File: src/rtl/mp_add_pkg.sv
// Shared constants for the sequential multi-byte adder: FSM encoding and slice width.
package mp_add_pkg;

   localparam int SLICE_W = 8;

   typedef enum logic [1:0] {
      IDLE = 2'd0,
      RUN  = 2'd1,
      DONE = 2'd2
   } state_t;

endpackage

File: src/rtl/cla8_slice.sv
// Combinational 8-bit carry-lookahead adder slice, time-shared by mp_add_seq.
module cla8_slice
   import mp_add_pkg::*;
(
   input  logic [SLICE_W-1:0] A,
   input  logic [SLICE_W-1:0] B,
   input  logic               in_C,
   output logic [SLICE_W-1:0] S,
   output logic               out_C
);

   logic [SLICE_W-1:0] p;
   logic [SLICE_W-1:0] g;
   logic [SLICE_W:0]   c;

   assign p = A ^ B;
   assign g = A & B;

   // Each carry is a flat sum of products of g/p terms and in_C, not a ripple chain.
   always_comb begin
      logic prop;
      c = '0;
      c[0] = in_C;
      for (int i = 1; i <= SLICE_W; i++) begin
         prop = 1'b1;
         for (int j = i - 1; j >= 0; j--) begin
            c[i] = c[i] | (prop & g[j]);
            prop = prop & p[j];
         end
         c[i] = c[i] | (prop & in_C);
      end
   end

   assign S     = p ^ c[SLICE_W-1:0];
   assign out_C = c[SLICE_W];

endmodule

File: src/rtl/mp_add_seq.sv
// Sequential W-bit adder: one cla8_slice processes one byte per RUN cycle.
// Optional subtract mode is enabled by defining MP_ADD_SUB_EN (adds the sub port).
module mp_add_seq
   import mp_add_pkg::*;
#(
   parameter int NBYTES = 4
)
(
   input  logic                    clk,
   input  logic                    rst,
   input  logic                    start,
   input  logic [SLICE_W*NBYTES-1:0] A,
   input  logic [SLICE_W*NBYTES-1:0] B,
   input  logic                    in_C,
`ifdef MP_ADD_SUB_EN
   input  logic                    sub,
`endif
   output logic                    busy,
   output logic                    done,
   output logic [SLICE_W*NBYTES-1:0] S,
   output logic                    out_C,
   output logic                    ovf
);

   localparam int W  = SLICE_W * NBYTES;
   localparam int KW = (NBYTES > 1) ? $clog2(NBYTES) : 1;

   state_t state, state_nx;

   logic [KW-1:0]      k;
   logic               carry;
   logic [W-1:0]       a_q, b_q, acc, acc_nx;
   logic [W-1:0]       b_eff;
   logic               cin_eff;
   logic [SLICE_W-1:0] sl_a, sl_b, sl_s;
   logic               sl_c;
   logic               last;

`ifdef MP_ADD_SUB_EN
   assign b_eff   = sub ? ~B : B;
   assign cin_eff = sub ? 1'b1 : in_C;
`else
   assign b_eff   = B;
   assign cin_eff = in_C;
`endif

   assign sl_a = a_q[k*SLICE_W +: SLICE_W];
   assign sl_b = b_q[k*SLICE_W +: SLICE_W];
   assign last = (k == KW'(NBYTES - 1));

   cla8_slice u_slice (
      .A     (sl_a),
      .B     (sl_b),
      .in_C  (carry),
      .S     (sl_s),
      .out_C (sl_c)
   );

   // Accumulator with the current slice merged in, so the final byte reaches S on the same edge.
   always_comb begin
      acc_nx = acc;
      acc_nx[k*SLICE_W +: SLICE_W] = sl_s;
   end

   always_ff @(posedge clk) begin
      if (rst) state <= IDLE;
      else     state <= state_nx;
   end

   always_comb begin
      state_nx = state;
      case (state)
         IDLE:    if (start) state_nx = RUN;
         RUN:     if (last)  state_nx = DONE;
         DONE:    state_nx = IDLE;
         default: state_nx = IDLE;
      endcase
   end

   assign busy = (state != IDLE);
   assign done = (state == DONE);

   always_ff @(posedge clk) begin
      if (rst) begin
         k     <= '0;
         carry <= 1'b0;
         S     <= '0;
         out_C <= 1'b0;
         ovf   <= 1'b0;
      end else if (state == IDLE && start) begin
         k     <= '0;
         carry <= cin_eff;
      end else if (state == RUN) begin
         k     <= k + 1'b1;
         carry <= sl_c;
         if (last) begin
            S     <= acc_nx;
            out_C <= sl_c;
            ovf   <= (a_q[W-1] == b_q[W-1]) && (acc_nx[W-1] != a_q[W-1]);
         end
      end
   end

   // Operand and accumulator storage carries no reset; results only leave via S.
   always_ff @(posedge clk) begin
      if (state == IDLE && start) begin
         a_q <= A;
         b_q <= b_eff;
      end
      if (state == RUN) acc <= acc_nx;
   end

endmodule

File: config.mk
export PLATFORM = sky130hd
export DESIGN_NAME = mp_add_seq
export DESIGN_NICKNAME = d
export VERILOG_FILES = /design/src/rtl/mp_add_pkg.sv /design/src/rtl/cla8_slice.sv /design/src/rtl/mp_add_seq.sv
export SDC_FILE = /design/constraint.sdc
export NUM_CORES = 1
export LEC_CHECK = 0
export CAP_MARGIN = 30
export CORE_ASPECT_RATIO = 1.25
export CORE_UTILIZATION = 47
export CTS_CLUSTER_DIAMETER = 40
export DETAILED_ROUTE_END_ITERATION = 6
export PLACE_DENSITY_LB_ADDON = 0.08
export SLEW_MARGIN = 20
export SYNTH_ARGS = -nofsm -noshare
export SYNTH_HDL_FRONTEND = slang
export SYNTH_SLANG_ARGS = --single-unit
File: constraint.sdc
create_clock -name clk -period 4.8 [get_ports clk]
set_input_delay 1.44 -clock clk [delete_from_list [all_inputs] [get_ports clk]]
set_output_delay 1.44 -clock clk [all_outputs]
set_load 0.05 [all_outputs]
==> results.py, run 1 <==
metrics = {
    "floorplanning": {
        "rows": 44,
        "die-area_um2": 12200,
        "core_area_um2": 11600,
        "die_h_um": 123,
        "die_x_um": 99.1,
        "ioPinCount": 104,
        "start_util_pct": 47.9,
    },
    "timing": {
        "maxSlewViolCount": 0,
        "hold_viol": 0,
        "hold-worst-slack_ns": 0.455,
        "rsz0062_at_grt": "false",
        "postLayoutSetupSlackWorst_ns": 1.16,
        "worst_slew_pin_slew_ns": 0.954,
        "maxSlewHeadroom_pct": 36.3,
        "fin_crit_sh_pct": 75.7,
        "fin_crit_ns": 3.64,
        "max_freq_ghz": 0.275,
        "tns_ns": 0,
        "clock_skew_ns": 0.00938,
        "setup_viol": 0,
    },
    "placement": {
        "place_congestion": 0.832,
        "placed_cells": 651,
        "dpl.hpwl_um": 7870,
        "port_buffers": 103,
        "dpl_worst_slack_ns": 1.12,
    },
    "run": {
        "max-cap-violations": 0,
    },
    "route": {
        "first_iter_violations": 194,
        "drc": 0,
        "wl_um": 11500,
        "num_vias": 3687,
        "wl_per_cell_um": 16.8,
        "postRouteAntennaNets": 0,
        "dr.pass1.iters": 5,
        "viasPerCell": 5.40,
    },
    "pwr": {
        "power.density_nw_per_um2": 402,
        "cellLeakagePower_nw": 2.60,
        "report.power.total_mw": 2.95,
        "vdd_drop_max_uv": 256,
    },
    "clocking": {
        "htree_levels": 4,
        "cts_buffers": 17,
        "post-cts-setup-buffers": 0,
        "cts_tree": "built",
        "ctsLongestPathBuffers": 2,
        "clockRootBuffer": "clkbuf_16",
        "cts_resized": 0,
        "clk_pin_slew_worst_paths_ns": 0.05,
        "cts_hold_buf": 0,
        "cts_sinks": 135,
        "insertion_delay_ns": 0.41,
    },
    "setup_path": {
        "cp.required_ns": 5.11,
        "path_class": "register to register",
        "path_max_fanout": 14,
        "startpoint_type": "register",
        "worst_ep_arrival_time_ns": 3.95,
        "worstReg2RegStart": "k[0]",
        "crit_path_start": "k[0]",
        "worstSetupEndpointType": "register",
    },
    "cells_and_area": {
        "diodes": 0,
        "layout_common_cells": "clkdlybuf4s50_1 (103), edfxtp_1 (96), nor2_1 (48)",
        "finalNetCount": 615,
        "drive_gt1_share_pct": 10.6,
        "final_common_cell": "clkdlybuf4s50_1",
        "n_fill_cell": 906,
        "final_cells": 683,
        "area_delta_synth_final_pct": 32.3,
    },
    "synth": {
        "ys_types": 40,
        "synth_edf_count": 96,
        "syn_inst": 425,
        "synth-seq-cells": 135,
        "syn_nets": 508,
        "ys_seq_area_share_pct": 66.1,
        "synth-warning-count": 0,
        "synth_area_um2": 5540,
        "synth_ff_type": "edfxtp_1",
        "synth-async-reset-ratio_pct": 0,
        "syn_avg_cell_area_um2": 13.0,
    },
    "status": {
        "status": "finished, final reports clean",
    },
    "global_routing": {
        "antenna_found_initial": 0,
        "grt_first_pass_wirelength_um": 18500,
        "grt.total_usage_pct": 20.5,
        "grt_overflow": 0,
        "grt_max_degree": 51,
        "grt_pass1_vias": 3797,
    },
    "min_path": {
        "min_from": "S[3]",
        "hold_path_class": "register to register",
    },
}
==> worst max-delay path, cell delays in order, from the launching register on <==
cell	delay, ns
dfxtp_1	0.79
buf_4	0.29
mux4_2	0.54
ha_1	0.34
a211oi_2	0.29
nor4_1	0.11
nor3_2	0.27
o21ai_2	0.17
or4_1	0.48
a311oi_1	0.27
==> stage by stage <==
stage / utilization [%] / area [um2]
floorplan: - / 5540
detailed placement: 58.5 / 6760
global route: 63.4 / 7330
CTS: 63.4 / 7330
global placement: 58.2 / 6730
finish: 63.4 / 7330
==> synth_stat cells (12+ instances only) <==
cell type  number  area, um2
ha_1           14        175
clkbuf_1       17       63.8
dfxtp_1        39        781
edfxtp_1       96       2880
mux4_2         16        360
nor2_1         49        184
o22ai_1        19        119
inv_1          28        105
a311oi_1       12        105
nand2_1        33        124
a21oi_1        17       85.1
nor3_1         15       75.1
==> power breakdown <==
part	switching (mW)	internal (mW)	total (mW)
sequential	0.0225	1.33	1.35
combinational	0.184	0.147	0.332
clock	0.455	0.811	1.27
total	0.662	2.29	2.95
==> layer usage <==
metal	track usage (%)	routed length (um)
met5	0	0
met4	10.2	212
met3	5.26	614
met2	35.6	6020
met1	23.8	4630
==> cell families (layout without fill, tap and decap cells) <==
group | after synthesis | in the layout | share of synthesized area [%]
mux | 16 | 16 | 6.50
flops | 135 | 135 | 66.1
fa+ha+maj | 15 | 15 | 3.52
compound gates | 71 | 71 | 8.58
simple gates | 132 | 132 | 11.0
buf+inv | 51 | 171 | 3.50
xor+xnor | 5 | 5 | 0.790
==> flip-flops by register name (all words and copies together) (netlist names) <==
signal  cells
carry       1
S          32
state       2
acc        32
ovf         1
b_q        32
a_q        32
out_C       1
k           2
==> area by class of cell <==
class | count | area (um2) | share of cell area [%]
Sequential cell | 135 | 3660 | 50.0
Multi-Input combinational cell | 239 | 1700 | 23.1
Clock buffer | 22 | 444 | 6.06
Timing Repair Buffer | 110 | 1120 | 15.2
Inverter | 29 | 109 | 1.48
Clock inverter | 10 | 129 | 1.76
Tap cell | 138 | 173 | 2.36
==> path summary, 6_finish.rpt <==
kind | slack [ns] | cells past startpoint | to
setup reg to reg | 1.16 | 9 | ovf
hold reg to reg | 0.45 | 2 | S[3]
hold / removal | 0.45 | 2 | S[3]
setup / recovery | 1.16 | 9 | ovf
No activity file was read; power rests on OpenSTA's default activity.
==> inputs of run 2 (changes only) <==
- CORE_UTILIZATION: 47 -> 52
- clock period: 4.8 -> 3.4 ns (I/O delays scaled with it)
==> run 2 against run 1 <==
  * Sequential power is 41% higher
  * Register-to-register slack worse by 0.94 ns
  * Count of clock-buffer cells in the layout is 1 lower
  * Sequential cell count stayed put
  * Highest routed layer unchanged
==> results.py, run 2 (synthesis gave the netlist of run 1 again) <==
metrics = {
    "status": {
        "status": "finished, final reports clean",
    },
    "clocking": {
        "ctsLongestPathBuffers": 2,
        "cts_resized": 0,
        "insertion_delay_ns": 0.41,
        "post-cts-setup-buffers": 0,
        "cts_buffers": 17,
        "cts_tree": "built",
        "cts_hold_buf": 0,
        "clk_pin_slew_worst_paths_ns": 0.05,
        "cts_sinks": 135,
        "clockRootBuffer": "clkbuf_16",
        "htree_levels": 4,
    },
    "cells_and_area": {
        "drive_gt1_share_pct": 11.7,
        "final_core_util_pct": 72.3,
        "layout_common_cells": "clkdlybuf4s50_1 (103), edfxtp_1 (96), nor2_1 (48)",
        "area_delta_synth_final_pct": 33.1,
        "regArea_um2": 3660,
        "n_fill_cell": 715,
        "design_area_um2": 7380,
        "multi_input_area_um2": 1700,
        "final_common_cell": "clkdlybuf4s50_1",
        "finalNetCount": 617,
        "diodes": 0,
    },
    "pwr": {
        "power.density_nw_per_um2": 580,
        "p_sw_mw": 0.953,
        "vdd_drop_max_uv": 342,
        "cellLeakagePower_nw": 2.64,
        "p_sw_share_pct": 22.3,
        "combPwrFrac_pct": 11.2,
        "pwr-share-seq_pct": 44.4,
        "p_int_mw": 3.32,
        "clock_power_share_pct": 44.4,
    },
    "route": {
        "wl_per_cell_um": 16.9,
        "viasPerCell": 5.49,
        "num_vias": 3710,
        "postRouteAntennaNets": 0,
        "first_iter_violations": 183,
        "dr.pass1.iters": 4,
        "wl_um": 11400,
        "drc": 0,
    },
    "timing": {
        "fin_crit_ns": 3.18,
        "hold-worst-slack_ns": 0.459,
        "hold_viol": 0,
        "postLayoutSetupSlackWorst_ns": 0.222,
        "clock_skew_ns": 0.00601,
        "maxSlewViolCount": 0,
        "worst_slew_pin_slew_ns": 0.940,
        "rsz0062_at_grt": "false",
        "setup_viol": 0,
        "max_freq_ghz": 0.315,
        "fin_crit_sh_pct": 93.5,
        "tns_ns": 0,
        "maxSlewHeadroom_pct": 36.5,
    },
    "floorplanning": {
        "die_h_um": 117,
        "die-area_um2": 11100,
        "die_x_um": 94.3,
        "core_area_um2": 10200,
        "rows": 41,
        "start_util_pct": 54.3,
        "ioPinCount": 104,
    },
    "setup_path": {
        "worst_ep_arrival_time_ns": 3.49,
        "path_class": "register to register",
        "path_max_fanout": 16,
        "cp.required_ns": 3.72,
        "worstSetupEndpointType": "register",
        "startpoint_type": "register",
    },
    "placement": {
        "dpl_cell_area_um2": 6750,
        "port_buffers": 103,
        "dpl_worst_slack_ns": 0.249,
        "place_congestion": 0.852,
        "dpl.hpwl_um": 7730,
    },
    "run": {
        "max-cap-violations": 0,
    },
    "global_routing": {
        "use_met3_pct": 5.97,
        "antenna_found_initial": 0,
        "grt.total_usage_pct": 22.8,
        "grt_use_met1_pct": 25.4,
        "busiest_layer": "met2",
        "grt_use_met2_pct": 39.3,
        "grt_overflow": 0,
        "grt_pass1_vias": 3913,
        "grt_first_pass_wirelength_um": 18700,
        "grt_max_degree": 70,
    },
    "min_path": {
        "hold_path_class": "register to register",
    },
}
[run 2: layout make-up]
class                           instances  area share (%)
Clock buffer                           21            6.55
Sequential cell                       135            49.7
Multi-Input combinational cell        239            23.0
Timing Repair Buffer                  112            15.2
Inverter                               29            1.48
Tap cell                              129            2.19
Clock inverter                         11            1.92
[run 2: per-layer routing]
layer  share of wire (%)  vias up  wire length [um]
met5                   0        -                 0
met4                 3.1        0               357
met3                 4.4       30               499
met2                  53      116              6120
met1                  39     1792              4470
li1                    -     1772                 -
[run 2: stage by stage]
stage | std cells | total power [mW]
final | 676 | 4.28
after CTS | 676 | 4.31
after global routing | 676 | 4.42
after floorplan | 425 | 2.22
after global placement | 644 | 2.40
after detailed placement | 644 | 2.41
[run 2: power by group through the flow]
stage / logic [mW] / registers (mW) / clock network, mW
2_1_floorplan: 0.288 / 1.93 / 0
3_3_place_gp: 0.466 / 1.93 / 0
3_5_place_dp: 0.474 / 1.93 / 0
4_1_cts: 0.481 / 1.90 / 1.92
5_1_grt: 0.521 / 1.91 / 1.99
6_report: 0.480 / 1.90 / 1.90
[run 2: worst paths after layout]
path,startpoint,endpoint,slack (ns),depth (start not counted)
setup / recovery,k[0],ovf,0.22,9
hold / removal,S[11],S[11],0.46,2
setup reg to reg,k[0],ovf,0.22,9
hold reg to reg,S[11],S[11],0.46,2
[run 2: critical path, stage by stage, from the launching register on]
cell and delay (ns):
dfxtp_1 0.37, buf_12 0.19, mux4_2 0.55, ha_1 0.34, a211oi_2 0.29, nor4_1 0.11
nor3_2 0.28, o21ai_2 0.16, or4_1 0.48, a311oi_1 0.28
